$ cat src/rtl/overcooked_pkg.sv
// Shared game definitions: game-state codes, slot count and the score/time types,
// plus the score clamp used when applying signed score deltas.
package overcooked_pkg;

  localparam logic [2:0] WELCOME = 3'd0;
  localparam logic [2:0] START   = 3'd1;
  localparam logic [2:0] PLAY    = 3'd2;
  localparam logic [2:0] PAUSE   = 3'd3;
  localparam logic [2:0] FINISH  = 3'd4;

  localparam int NUM_ORDER_SLOTS = 4;

  typedef logic [4:0] order_time_t;
  typedef logic [9:0] points_t;

  function automatic points_t clampPoints(input logic signed [11:0] value);
    if (value < 12'sd0) begin
      return '0;
    end else if (value > 12'sd1023) begin
      return 10'd1023;
    end else begin
      return value[9:0];
    end
  endfunction

endpackage

$ cat src/rtl/order_scheduler_second_tick.sv
// Game-second strobe: counts clock cycles while enabled and pulses tick for one
// cycle every CLK_HZ enabled cycles; the phase is held while enable is low.
module second_tick #(
  parameter int CLK_HZ = 65_000_000
) (
  input  logic clock,
  input  logic reset,
  input  logic enable,
  input  logic clear,
  output logic tick
);

  localparam int CW = (CLK_HZ > 1) ? $clog2(CLK_HZ) : 1;

  logic [CW-1:0] r_count;

  assign tick = enable && (r_count == CW'(CLK_HZ - 1));

  always_ff @(posedge clock) begin
    if (reset || clear) begin
      r_count <= '0;
    end else if (tick) begin
      r_count <= '0;
    end else if (enable) begin
      r_count <= r_count + CW'(1);
    end
  end

endmodule

$ cat src/rtl/order_scheduler.sv
// Four-slot order manager: spawns orders on a fixed cadence, counts them down each
// game second, serves the most urgent order on request and keeps the saturating score.
module order_scheduler
  import overcooked_pkg::*;
#(
  parameter int CLK_HZ         = 65_000_000,
  parameter int ORDER_LIFETIME = 30,
  parameter int SPAWN_INTERVAL = 10,
  parameter int SERVE_POINTS   = 20,
  parameter int EXPIRE_PENALTY = 10
) (
  input  logic                                   clock,
  input  logic                                   reset,
  input  logic [2:0]                             game_state,
  input  logic                                   serve_valid,
  output logic                                   serve_ack,
  output logic                                   serve_nack,
  output logic [NUM_ORDER_SLOTS-1:0]             orders,
  output logic [NUM_ORDER_SLOTS-1:0][4:0]        order_times,
  output logic [9:0]                             point_total
);

  localparam int SW = $clog2(NUM_ORDER_SLOTS);

  order_time_t [NUM_ORDER_SLOTS-1:0] r_times;
  order_time_t [NUM_ORDER_SLOTS-1:0] w_nextTimes;
  logic [NUM_ORDER_SLOTS-1:0]        r_orders;
  logic [NUM_ORDER_SLOTS-1:0]        w_nextOrders;
  points_t                           r_points;
  points_t                           w_nextPoints;
  logic                              r_ack;
  logic                              r_nack;
  logic [7:0]                        r_spawnCnt;
  logic [7:0]                        w_spawnCntInc;
  logic                              w_tick;
  logic                              w_play;
  logic                              w_clear;
  logic                              w_found;
  logic                              w_doServe;
  logic                              w_spawnNow;
  logic                              w_spawnDone;
  logic [SW-1:0]                     w_target;
  order_time_t                       w_best;
  logic [2:0]                        w_expireCnt;
  logic [11:0]                       w_award;
  logic [11:0]                       w_penalty;
  logic signed [11:0]                w_delta;
  logic signed [11:0]                w_sum;

  assign w_play  = (game_state == PLAY);
  assign w_clear = (game_state == WELCOME) || (game_state == START);

  second_tick #(.CLK_HZ(CLK_HZ)) u_secondTick (
    .clock  (clock),
    .reset  (reset),
    .enable (w_play),
    .clear  (w_clear),
    .tick   (w_tick)
  );

  // Serve target: smallest remaining time, strict compare keeps the lowest index on ties.
  always_comb begin
    w_found  = 1'b0;
    w_target = '0;
    w_best   = '0;
    for (int i = 0; i < NUM_ORDER_SLOTS; i++) begin
      if (r_times[i] != '0 && (!w_found || r_times[i] < w_best)) begin
        w_found  = 1'b1;
        w_target = SW'(i);
        w_best   = r_times[i];
      end
    end
  end

  assign w_doServe = serve_valid && w_play && w_found;

  // Spawns only look at slots empty at the start of the cycle, so freed slots wait a tick.
  always_comb begin
    w_nextTimes   = r_times;
    w_expireCnt   = '0;
    w_spawnDone   = 1'b0;
    w_spawnCntInc = r_spawnCnt + 8'd1;
    w_spawnNow    = w_tick && (w_spawnCntInc == 8'(SPAWN_INTERVAL));
    for (int i = 0; i < NUM_ORDER_SLOTS; i++) begin
      if (w_doServe && w_target == SW'(i)) begin
        w_nextTimes[i] = '0;
      end else if (w_tick && r_times[i] != '0) begin
        if (r_times[i] == 5'd1) begin
          w_nextTimes[i] = '0;
          w_expireCnt    = w_expireCnt + 3'd1;
        end else begin
          w_nextTimes[i] = r_times[i] - 5'd1;
        end
      end
    end
    for (int i = 0; i < NUM_ORDER_SLOTS; i++) begin
      if (w_spawnNow && !w_spawnDone && r_times[i] == '0) begin
        w_nextTimes[i] = 5'(ORDER_LIFETIME);
        w_spawnDone    = 1'b1;
      end
    end
    for (int i = 0; i < NUM_ORDER_SLOTS; i++) begin
      w_nextOrders[i] = |w_nextTimes[i];
    end
  end

  assign w_award      = w_doServe ? (12'(SERVE_POINTS) + 12'(w_best)) : 12'd0;
  assign w_penalty    = 12'(EXPIRE_PENALTY) * 12'(w_expireCnt);
  assign w_delta      = $signed(w_award - w_penalty);
  assign w_sum        = $signed({2'b00, r_points}) + w_delta;
  assign w_nextPoints = clampPoints(w_sum);

  always_ff @(posedge clock) begin
    if (reset || w_clear) begin
      r_times    <= '0;
      r_orders   <= '0;
      r_points   <= '0;
      r_spawnCnt <= 8'(SPAWN_INTERVAL - 1);
    end else begin
      r_times  <= w_nextTimes;
      r_orders <= w_nextOrders;
      r_points <= w_nextPoints;
      if (w_tick) begin
        r_spawnCnt <= w_spawnNow ? 8'd0 : w_spawnCntInc;
      end
    end
  end

  always_ff @(posedge clock) begin
    if (reset) begin
      r_ack  <= 1'b0;
      r_nack <= 1'b0;
    end else begin
      r_ack  <= w_doServe;
      r_nack <= serve_valid && !w_doServe;
    end
  end

  assign serve_ack   = r_ack;
  assign serve_nack  = r_nack;
  assign orders      = r_orders;
  assign order_times = r_times;
  assign point_total = r_points;

endmodule

$ cat config.mk
export PLATFORM = sky130hd
export DESIGN_NAME = order_scheduler
export DESIGN_NICKNAME = d
export VERILOG_FILES = /design/src/rtl/overcooked_pkg.sv /design/src/rtl/order_scheduler_second_tick.sv /design/src/rtl/order_scheduler.sv
export SDC_FILE = /design/constraint.sdc
export NUM_CORES = 1
export LEC_CHECK = 0
export ABC_AREA = 0
export CORE_MARGIN = 2
export CORE_UTILIZATION = 61
export CTS_BUF_LIST = sky130_fd_sc_hd__clkbuf_16
export DETAILED_ROUTE_END_ITERATION = 7
export GPL_ROUTABILITY_DRIVEN = 0
export PLACE_DENSITY = 0.94
export SETUP_SLACK_MARGIN = 0.02
export SLEW_MARGIN = 20
export SYNTH_ARGS = -nofsm -noshare
export SYNTH_HDL_FRONTEND = slang
export SYNTH_SLANG_ARGS = --single-unit
$ cat constraint.sdc
create_clock -name clock -period 19.6 [get_ports clock]
set_input_delay 2.94 -clock clock [delete_from_list [all_inputs] [get_ports clock]]
set_output_delay 2.94 -clock clock [all_outputs]
set_load 0.005 [all_outputs]
==> results of run 1 <==
-- power groups by stage --
| stage | registers, mW | clock network [mW] | logic, mW |
|---|---|---|---|
| finish | 0.143 | 0.180 | 0.00645 |
| global route | 0.142 | 0.188 | 0.00680 |
| CTS | 0.143 | 0.181 | 0.00626 |
| detailed placement | 0.146 | 0 | 0.00621 |
| global placement | 0.146 | 0 | 0.00605 |
| floorplan | 0.146 | 0 | 0.00341 |
-- cells in the final DEF (no fill, tap or decap), drive strengths merged, types with 15 or more instances in the layout --
| master | instances |
|---|---|
| nand3 | 27 |
| dfxtp | 70 |
| o21ai | 26 |
| nand2 | 61 |
| inv | 34 |
| o21a | 15 |
| clkdlybuf4s50 | 41 |
| a21oi | 33 |
| xor2 | 26 |
| nor2 | 83 |
| xnor2 | 31 |
| ha | 42 |
-- area by class of cell --
type                       instances  area (um2)
fill                             559        2248
timing repair buffer              43       425.4
tap                              105       131.4
clock buffer                       9       225.2
inverter                          31       116.4
sequential                        70        1401
clock inverter                     7       102.6
multi-input combinational        512        3483
-- logic make-up after synthesis --
kind of cell,count (synthesis),share of synthesized area (%)
fa+ha+maj,44,11.12
buf+inv,50,3.937
compound gates,132,17.84
simple gates,272,28.27
mux,7,1.452
xor+xnor,57,9.818
flops,70,27.56
-- state kept, by name (all words and copies together) (netlist names) --
signal	flops
u_secondTick.r_count	26
serve_ack	1
orders	4
serve_nack	1
r_spawnCnt	8
order_times	20
point_total	10
-- metal layers --
layer	share of wire [%]	track usage, %	wire [um]
met1	40	37.03	5337
met2	46	51.58	6270
met3	9.0	7.431	1208
met4	5.0	16.43	671
met5	0	0	0
-- worst register-to-register path, delay by kind of cell, from the launching register on --
kind	cells	cell delay (ns)
AOI/OAI and AO/OA	20	4.69
xor gates and xnor gates	1	0.20
adders and majority gates	9	2.44
buffers and inverters	3	0.25
DFF	1	0.50
muxes	2	0.55
and+or+nand+nor	11	2.39
-- through the flow --
step / util [%] / power [mW] / instances / hold slack, ns / instance area, um2
2_1_floorplan: - / 0.1492 / 632 / 0.4716 / 5085
5_1_grt: 72.36 / 0.3376 / 777 / 0.5609 / 5886
3_5_place_dp: 68.33 / 0.1519 / 761 / 0.5149 / 5558
6_report: 72.36 / 0.3295 / 777 / 0.5289 / 5886
4_1_cts: 72.36 / 0.3296 / 777 / 0.5284 / 5886
3_3_place_gp: 68.33 / 0.1518 / 761 / 0.4919 / 5558
-- worst min path at each step --
| stage | start | endpoint | slack, ns |
|---|---|---|---|
| after floorplan | u_secondTick.r_count[18] | u_secondTick.r_count[18] | 0.47 |
| after global placement | u_secondTick.r_count[18] | u_secondTick.r_count[18] | 0.49 |
| after detailed placement | u_secondTick.r_count[18] | u_secondTick.r_count[18] | 0.51 |
| after CTS | u_secondTick.r_count[18] | u_secondTick.r_count[18] | 0.53 |
| after global routing | u_secondTick.r_count[15] | u_secondTick.r_count[15] | 0.56 |
| final | u_secondTick.r_count[1] | u_secondTick.r_count[1] | 0.53 |
==> flow_metrics.env, run 1 <==
export IMPL_combPwrFrac_pct=2.0
export IMPL_grt_pass1_vias=4888
export IMPL_ys_seq_elements=70
export IMPL_yosys_warnings=0
export IMPL_cpMostUsedCell="ha_1"
export IMPL_syn_nets=682
export IMPL_syn_area_per_cell_um2=8.046
export IMPL_track_usage_pct=31.04
export IMPL_syn_inst=632
export IMPL_cts_resized=0
export IMPL_htree_num_levels=3
export IMPL_place_ws_ns=8.777
export IMPL_slew_headroom_pct=26.17
export IMPL_rsz0062_at_grt="false"
export IMPL_cts_hold_buf=0
export IMPL_row_count=33
export IMPL_drv_cap=0
export IMPL_start_util_pct=62.51
export IMPL_crit_type="flop to flop"
export IMPL_grt_ovfl_total=0
export IMPL_setup_viol=0
export IMPL_holdPathStages=2
export IMPL_crit_end="point_total[9]"
export IMPL_yosysMostFrequentCell="nor2_1"
export IMPL_swShare_pct=21.84
export IMPL_syn_cell_area_mm2=0.005085
export IMPL_p_seq_share_pct=43.3
export IMPL_area_delta_synth_final_pct=15.75
export IMPL_fmax_mhz=89.95
export IMPL_finalHoldViolations=0
export IMPL_cts_sinks=70
export IMPL_cts_buffers=9
export IMPL_max_stage_delay_ns=0.50
export IMPL_fin_crit_ns=11.12
export IMPL_antenna_found_initial=0
export IMPL_cp_data_required_time_ns=19.82
export IMPL_grt_max_degree=28
export IMPL_clk_latency_ns=0.34
export IMPL_synth_top_flop_cell="dfxtp_1"
export IMPL_vias=5044
export IMPL_path_clk_slew_ns=0.06
export IMPL_synth_top_area_share_pct=27.56
export IMPL_yosys_top_cells_count="nor2_1 (82), dfxtp_1 (70), nand2_1 (60), ha_1 (42), a21oi_1 (33)"
export IMPL_nets=717
export IMPL_io_buffer_count=41
export IMPL_post_route_period_util_pct=56.72
export IMPL_wl_per_cell_um=17.36
export IMPL_core_mm2=0.008134
export IMPL_drtIter0Drc=355
export IMPL_synthTopCellsByArea="dfxtp_1 (28%), ha_1 (10%), nor2_1 (6.1%), xnor2_1 (5.3%), xor2_1 (4.5%)"
export IMPL_hpwlAfterDp_um=9328
export IMPL_dieHeight_um=95.30
export IMPL_reg2regPathDepth=46
export IMPL_clk_path_buf_depth=2
export IMPL_die_area_mm2=0.009082
export IMPL_tightest_slew_ns=1.092
export IMPL_fin_ws_ns=8.483
export IMPL_grt_pass1_wl_um=22190
export IMPL_num_io_pins=42
export IMPL_routed_wl_um=13490
export IMPL_slew_violations=0
export IMPL_post_cts_buffers=0
export IMPL_startpoint="order_times[0]"
export IMPL_fin_skew_ns=0.008391
export IMPL_rr_endpoint="point_total[9]"
export IMPL_max_vdd_ir_drop_v=0.00005913
export IMPL_hp_class="flop to flop"
export IMPL_clkPwrFrac_pct=54.8
export IMPL_die_w_um=95.30
export IMPL_intPower_uw=257.5
export IMPL_path_depth=46
export IMPL_cts_tree="yes"
export IMPL_crit_family="compound AO/OA/AOI/OAI gates"
export IMPL_finalSetupTns_ns=0
export IMPL_p_leak_nw=2.311
export IMPL_drtPass1Iterations=5
export IMPL_regToRegSetupSlack_ns=8.48
export IMPL_status="finished clean"
export IMPL_critPathBufInv=3
export IMPL_crit_path_start_kind="flop"
export IMPL_layout_drive_gt1_share_pct=5.952
export IMPL_drcViolationCount=0
export IMPL_postRouteAntennaNets=0
export IMPL_synth_edf_count=0
export IMPL_synthArstFlopShare_pct=0
export IMPL_cellPowerDensity_mw_per_mm2=55.98
export IMPL_timing_rr_start="order_times[0]"
export IMPL_cts_root_buf="clkbuf_16"
export IMPL_cp_arrival_ns=11.33
export IMPL_switching_power_uw=71.96
export IMPL_crit_path_max_fanout=13
export IMPL_antenna_cells=0
export IMPL_endpoint_kind="flop"
export IMPL_avgViaCountPerCell=6.492
export IMPL_synthDistinctLibCells=73
export IMPL_cp_slowest_cell="dfxtp_1"
export IMPL_seq_area_frac_synth_pct=27.56
export IMPL_yosys_area_top_type="dfxtp_1"
Power figures use the tool's default switching activity.
==> run 2, diff against run 1 <==
--- a/config.mk
+++ b/config.mk
@@ -7,11 +7,11 @@
 export LEC_CHECK = 0
 export ABC_AREA = 0
 export CORE_MARGIN = 2
-export CORE_UTILIZATION = 61
+export CORE_UTILIZATION = 59
 export CTS_BUF_LIST = sky130_fd_sc_hd__clkbuf_16
 export DETAILED_ROUTE_END_ITERATION = 7
 export GPL_ROUTABILITY_DRIVEN = 0
-export PLACE_DENSITY = 0.94
+export PLACE_DENSITY = 0.92
 export SETUP_SLACK_MARGIN = 0.02
 export SLEW_MARGIN = 20
 export SYNTH_ARGS = -nofsm -noshare
==> constraint.sdc (replaced) <==
create_clock -name clock -period 11.4 [get_ports clock]
set_input_delay 1.71 -clock clock [delete_from_list [all_inputs] [get_ports clock]]
set_output_delay 1.71 -clock clock [all_outputs]
set_load 0.005 [all_outputs]
==> flow_metrics.env, run 2 (synthesis gave the netlist of run 1 again) <==
export IMPL_status="finished clean"
export IMPL_area_delta_synth_final_pct=16.39
export IMPL_setup_viol=0
export IMPL_fin_util_pct=71.31
export IMPL_holdPathStages=2
export IMPL_cts_buffers=9
export IMPL_hold_ws_ns=0.5358
export IMPL_reg2regPathDepth=46
export IMPL_core_mm2=0.008299
export IMPL_drtPass1Iterations=5
export IMPL_cp_data_required_time_ns=11.62
export IMPL_cp_slowest_cell="or4b_4"
export IMPL_path_clk_slew_ns=0.06
export IMPL_cts_root_buf="clkbuf_16"
export IMPL_clk_latency_ns=0.34
export IMPL_row_count=33
export IMPL_grt_pass1_vias=4905
export IMPL_drtIter0Drc=438
export IMPL_endpoint_kind="flop"
export IMPL_top_register="u_secondTick.r_count"
export IMPL_grt_ovfl_total=0
export IMPL_total_power_uw=562.1
export IMPL_max_stage_delay_ns=0.56
export IMPL_drv_cap=0
export IMPL_hpwlAfterDp_um=9316
export IMPL_start_util_pct=61.27
export IMPL_final_cell_mix="nor2_1 (82), dfxtp_1 (69), nand2_1 (59)"
export IMPL_nets=718
export IMPL_dieHeight_um=96.84
export IMPL_layout_drive_gt1_share_pct=7.132
export IMPL_slew_headroom_pct=41.42
export IMPL_drcViolationCount=0
export IMPL_hp_class="flop to flop"
export IMPL_max_vdd_ir_drop_v=0.00006934
export IMPL_cpMostUsedCell="ha_1"
export IMPL_clk_path_buf_depth=2
export IMPL_antenna_found_initial=0
export IMPL_track_usage_pct=29.15
export IMPL_vias=5050
export IMPL_io_buffer_count=41
export IMPL_grt_max_degree=28
export IMPL_crit_path_start_kind="flop"
export IMPL_cts_hold_buf=0
export IMPL_p_leak_nw=2.323
export IMPL_fin_skew_ns=0.008346
export IMPL_crit_type="flop to flop"
export IMPL_crit_path_max_fanout=13
export IMPL_slew_violations=0
export IMPL_layout_commonest_cell="nor2_1"
export IMPL_cellPowerDensity_mw_per_mm2=94.98
export IMPL_fmax_mhz=92.07
export IMPL_avgViaCountPerCell=6.491
export IMPL_largest_reg_flops=26
export IMPL_finalHoldViolations=0
export IMPL_grt_pass1_wl_um=23000
export IMPL_die_area_mm2=0.009377
export IMPL_num_io_pins=42
export IMPL_tightest_slew_ns=0.8766
export IMPL_postRouteAntennaNets=0
export IMPL_post_route_period_util_pct=95.27
export IMPL_cts_tree="yes"
export IMPL_cp_arrival_ns=11.08
export IMPL_cts_sinks=70
export IMPL_die_w_um=96.84
export IMPL_htree_num_levels=3
export IMPL_wl_per_cell_um=17.47
export IMPL_routed_wl_um=13590
export IMPL_antenna_cells=0
export IMPL_fin_crit_ns=10.86
-- run 2: area by class of cell --
cell class	count	area [um2]
clock buffer	9	225.2
clock inverter	7	96.34
fill	617	2381
inverter	31	116.4
multi-input combinational	512	3510
sequential	70	1403
tap	105	131.4
timing repair buffer	44	436.7
-- run 2: repair_timing --
item,4_1_cts,5_1_grt
setup endpoints to repair,0,10
resized for setup,0,8
setup buffers,0,0
endpoints found under the hold margin,0,0
-- run 2: per-stage QoR --
stage / instances / TNS [ns] / setup slack (ns) / cell area [um2]
3_5_place_dp: 761 / 0 / 0.4092 / 5558
4_1_cts: 777 / 0 / 0.1761 / 5879
5_1_grt: 778 / -0.008242 / -0.008242 / 5918
2_1_floorplan: 632 / 0 / 1.430 / 5085
6_report: 778 / 0 / 0.5388 / 5918
3_3_place_gp: 761 / 0 / 0.9375 / 5558
-- run 2: routing by layer --
metal  global-route usage [%]  wire length (um)  share of wire, %
met2                    47.22              6428                47
met1                    36.50              5556                41
met3                    5.058              1031               7.6
met4                    16.58               575               4.2
met5                        0                 0                 0
-- run 2: final timing paths --
path                                                from                       end  slack, ns
worst max-delay path                      order_times[1]            point_total[9]       0.54
worst min-delay path            u_secondTick.r_count[18]  u_secondTick.r_count[18]       0.54
worst max register to register            order_times[1]            point_total[9]       0.54
worst min register to register  u_secondTick.r_count[18]  u_secondTick.r_count[18]       0.54
-- run 2: report_power, final --
group	internal [mW]	leakage (nW)	switching, mW
clock network	0.192	0.160	0.114
logic	0.00357	1.60	0.00725
registers	0.245	0.564	0.000206
total	0.441	2.32	0.121
-- run 2: worst max-delay path, delay by kind of cell (launching register included) --
kind	cells	cell delay, ns
DFF	1	0.37
AOI/OAI and AO/OA	16	3.58
xor gates and xnor gates	1	0.22
buffers and inverters	4	0.32
and+or+nand+nor	12	2.59
adders and majority gates	11	3.08
muxes	2	0.59
==> run 3, diff against run 2 <==
--- a/config.mk
+++ b/config.mk
@@ -5,13 +5,12 @@
 export SDC_FILE = /design/constraint.sdc
 export NUM_CORES = 1
 export LEC_CHECK = 0
-export ABC_AREA = 0
 export CORE_MARGIN = 2
 export CORE_UTILIZATION = 59
 export CTS_BUF_LIST = sky130_fd_sc_hd__clkbuf_16
 export DETAILED_ROUTE_END_ITERATION = 7
 export GPL_ROUTABILITY_DRIVEN = 0
-export PLACE_DENSITY = 0.92
+export PLACE_DENSITY = 0.81
 export SETUP_SLACK_MARGIN = 0.02
 export SLEW_MARGIN = 20
 export SYNTH_ARGS = -nofsm -noshare
==> flow_metrics.env, run 3 (synthesis gave the netlist of run 1 again) <==
export IMPL_status="finished clean"
export IMPL_hold_ws_ns=0.5189
export IMPL_antenna_found_initial=0
export IMPL_drtPass1Iterations=5
export IMPL_grt_busiest_layer="met2"
export IMPL_dp_cells=761
export IMPL_cts_root_buf="clkbuf_16"
export IMPL_layout_drive_gt1_share_pct=6.696
export IMPL_avgViaCountPerCell=6.126
export IMPL_core_mm2=0.008299
export IMPL_area_delta_synth_final_pct=16.07
export IMPL_cts_tree="yes"
export IMPL_slew_headroom_pct=36.25
export IMPL_postRouteAntennaNets=0
export IMPL_setup_viol=0
export IMPL_die_w_um=96.84
export IMPL_row_count=33
export IMPL_layout_commonest_cell="nor2_1"
export IMPL_cp_slowest_cell="o21ai_0"
export IMPL_die_area_mm2=0.009377
export IMPL_post_route_period_util_pct=93.96
export IMPL_num_io_pins=42
export IMPL_final_cell_mix="nor2_1 (82), dfxtp_1 (70), nand2_1 (59)"
export IMPL_cp_data_required_time_ns=11.68
export IMPL_clk_path_buf_depth=2
export IMPL_hp_class="flop to flop"
export IMPL_clk_latency_ns=0.34
export IMPL_rsz0062_at_grt="false"
export IMPL_cts_sinks=70
export IMPL_crit_path_start_kind="flop"
export IMPL_fin_crit_ns=10.71
export IMPL_slew_violations=0
export IMPL_use_met3_pct=5.491
export IMPL_cellPowerDensity_mw_per_mm2=95.26
export IMPL_dieHeight_um=96.84
export IMPL_grt_max_degree=28
export IMPL_use_met2_pct=42.09
export IMPL_endpoint_kind="flop"
export IMPL_tightest_slew_ns=0.9429
export IMPL_max_vdd_ir_drop_v=0.00008869
export IMPL_p_leak_nw=2.317
export IMPL_crit_type="flop to flop"
export IMPL_cpMostUsedCell="ha_1"
export IMPL_drcViolationCount=0
export IMPL_nets=717
export IMPL_fin_ws_ns=0.6891
export IMPL_track_usage_pct=26.49
export IMPL_vias=4760
export IMPL_grt_ovfl_total=0
export IMPL_fin_skew_ns=0.006518
export IMPL_routed_wl_um=12420
export IMPL_drtIter0Drc=331
export IMPL_largest_reg_flops=26
export IMPL_fmax_mhz=93.36
export IMPL_grt_util_met1_pct=34.95
export IMPL_grt_pass1_wl_um=20710
export IMPL_place_ws_ns=0.5621
export IMPL_top_register="u_secondTick.r_count"
export IMPL_post_cts_buffers=0
export IMPL_fill_cells=677
export IMPL_antenna_cells=0
export IMPL_finalHoldViolations=0
export IMPL_max_stage_delay_ns=0.56
export IMPL_cp_arrival_ns=11.00
export IMPL_cts_buffers=9
export IMPL_wl_per_cell_um=15.98
export IMPL_htree_num_levels=3
export IMPL_hpwlAfterDp_um=8789
export IMPL_post_layout_nonfiller_instances=777
export IMPL_drv_cap=0
export IMPL_start_util_pct=61.27
export IMPL_path_clk_slew_ns=0.06
export IMPL_grt_pass1_vias=4478
export IMPL_io_buffer_count=41
export IMPL_finalSetupTns_ns=0
export IMPL_crit_path_max_fanout=13
==> run 3: cell count changes in the layout (fill, tap and decap cells not counted) <==
cell,change
buf_6,-1
dfxtp_1,+1
dfxtp_2,-1
mux2i_1,+1
mux2i_2,-1
==> run 3: final timing paths <==
path / startpoint / endpoint / slack [ns] / cells after the start
max: order_times[0] / point_total[2] / 0.69 / 47
min: u_secondTick.r_count[18] / u_secondTick.r_count[18] / 0.52 / 2
max reg2reg: order_times[0] / point_total[2] / 0.69 / 47
min reg2reg: u_secondTick.r_count[18] / u_secondTick.r_count[18] / 0.52 / 2
==> run 3: power by group <==
part           switching, mW  leakage, nW  internal, mW
Combinational        0.00707         1.59       0.00358
Clock                  0.114        0.160         0.192
Sequential          0.000215        0.564         0.245
Total                  0.121         2.32         0.441
==> run 3: final cells by class <==
cell class	instances	area, um2	area share (%)
Clock buffer	9	225.2	3.816
Clock inverter	7	96.34	1.632
Inverter	31	116.4	1.972
Multi-Input combinational cell	512	3506	59.40
Sequential cell	70	1401	23.74
Tap cell	105	131.4	2.226
Timing Repair Buffer	43	425.4	7.208
==> run 3: per-layer routing <==
metal	up-vias	part of all wire (%)
met1	2225	46
met4	0	2.5
met5	-	0
li1	2327	-
met3	24	5.7
met2	184	46
==> run 3: timing repair <==
action,in CTS,in global routing
resized for setup,0,6
hold buffers,0,0
setup endpoints to repair,0,10
==> run 3: through the flow <==
stage	util, %	power (mW)	instance area [um2]
global route	71.11	0.5771	5902
floorplan	-	0.2564	5085
global placement	66.97	0.2609	5558
finish	71.11	0.5622	5902
detailed placement	66.97	0.2612	5558
CTS	70.84	0.5652	5879
==> run 3: worst max-delay path: cells and delay by family (launching register included) <==
| family | cells | cell delay, ns |
|---|---|---|
| multiplexers | 2 | 0.55 |
| adder cells (fa/ha/maj) | 10 | 2.73 |
| XOR/XNOR | 1 | 0.19 |
| flip-flops | 1 | 0.40 |
| AO/OA/AOI/OAI | 17 | 3.72 |
| buffers and inverters | 6 | 0.46 |
| AND/OR/NAND/NOR | 11 | 2.60 |
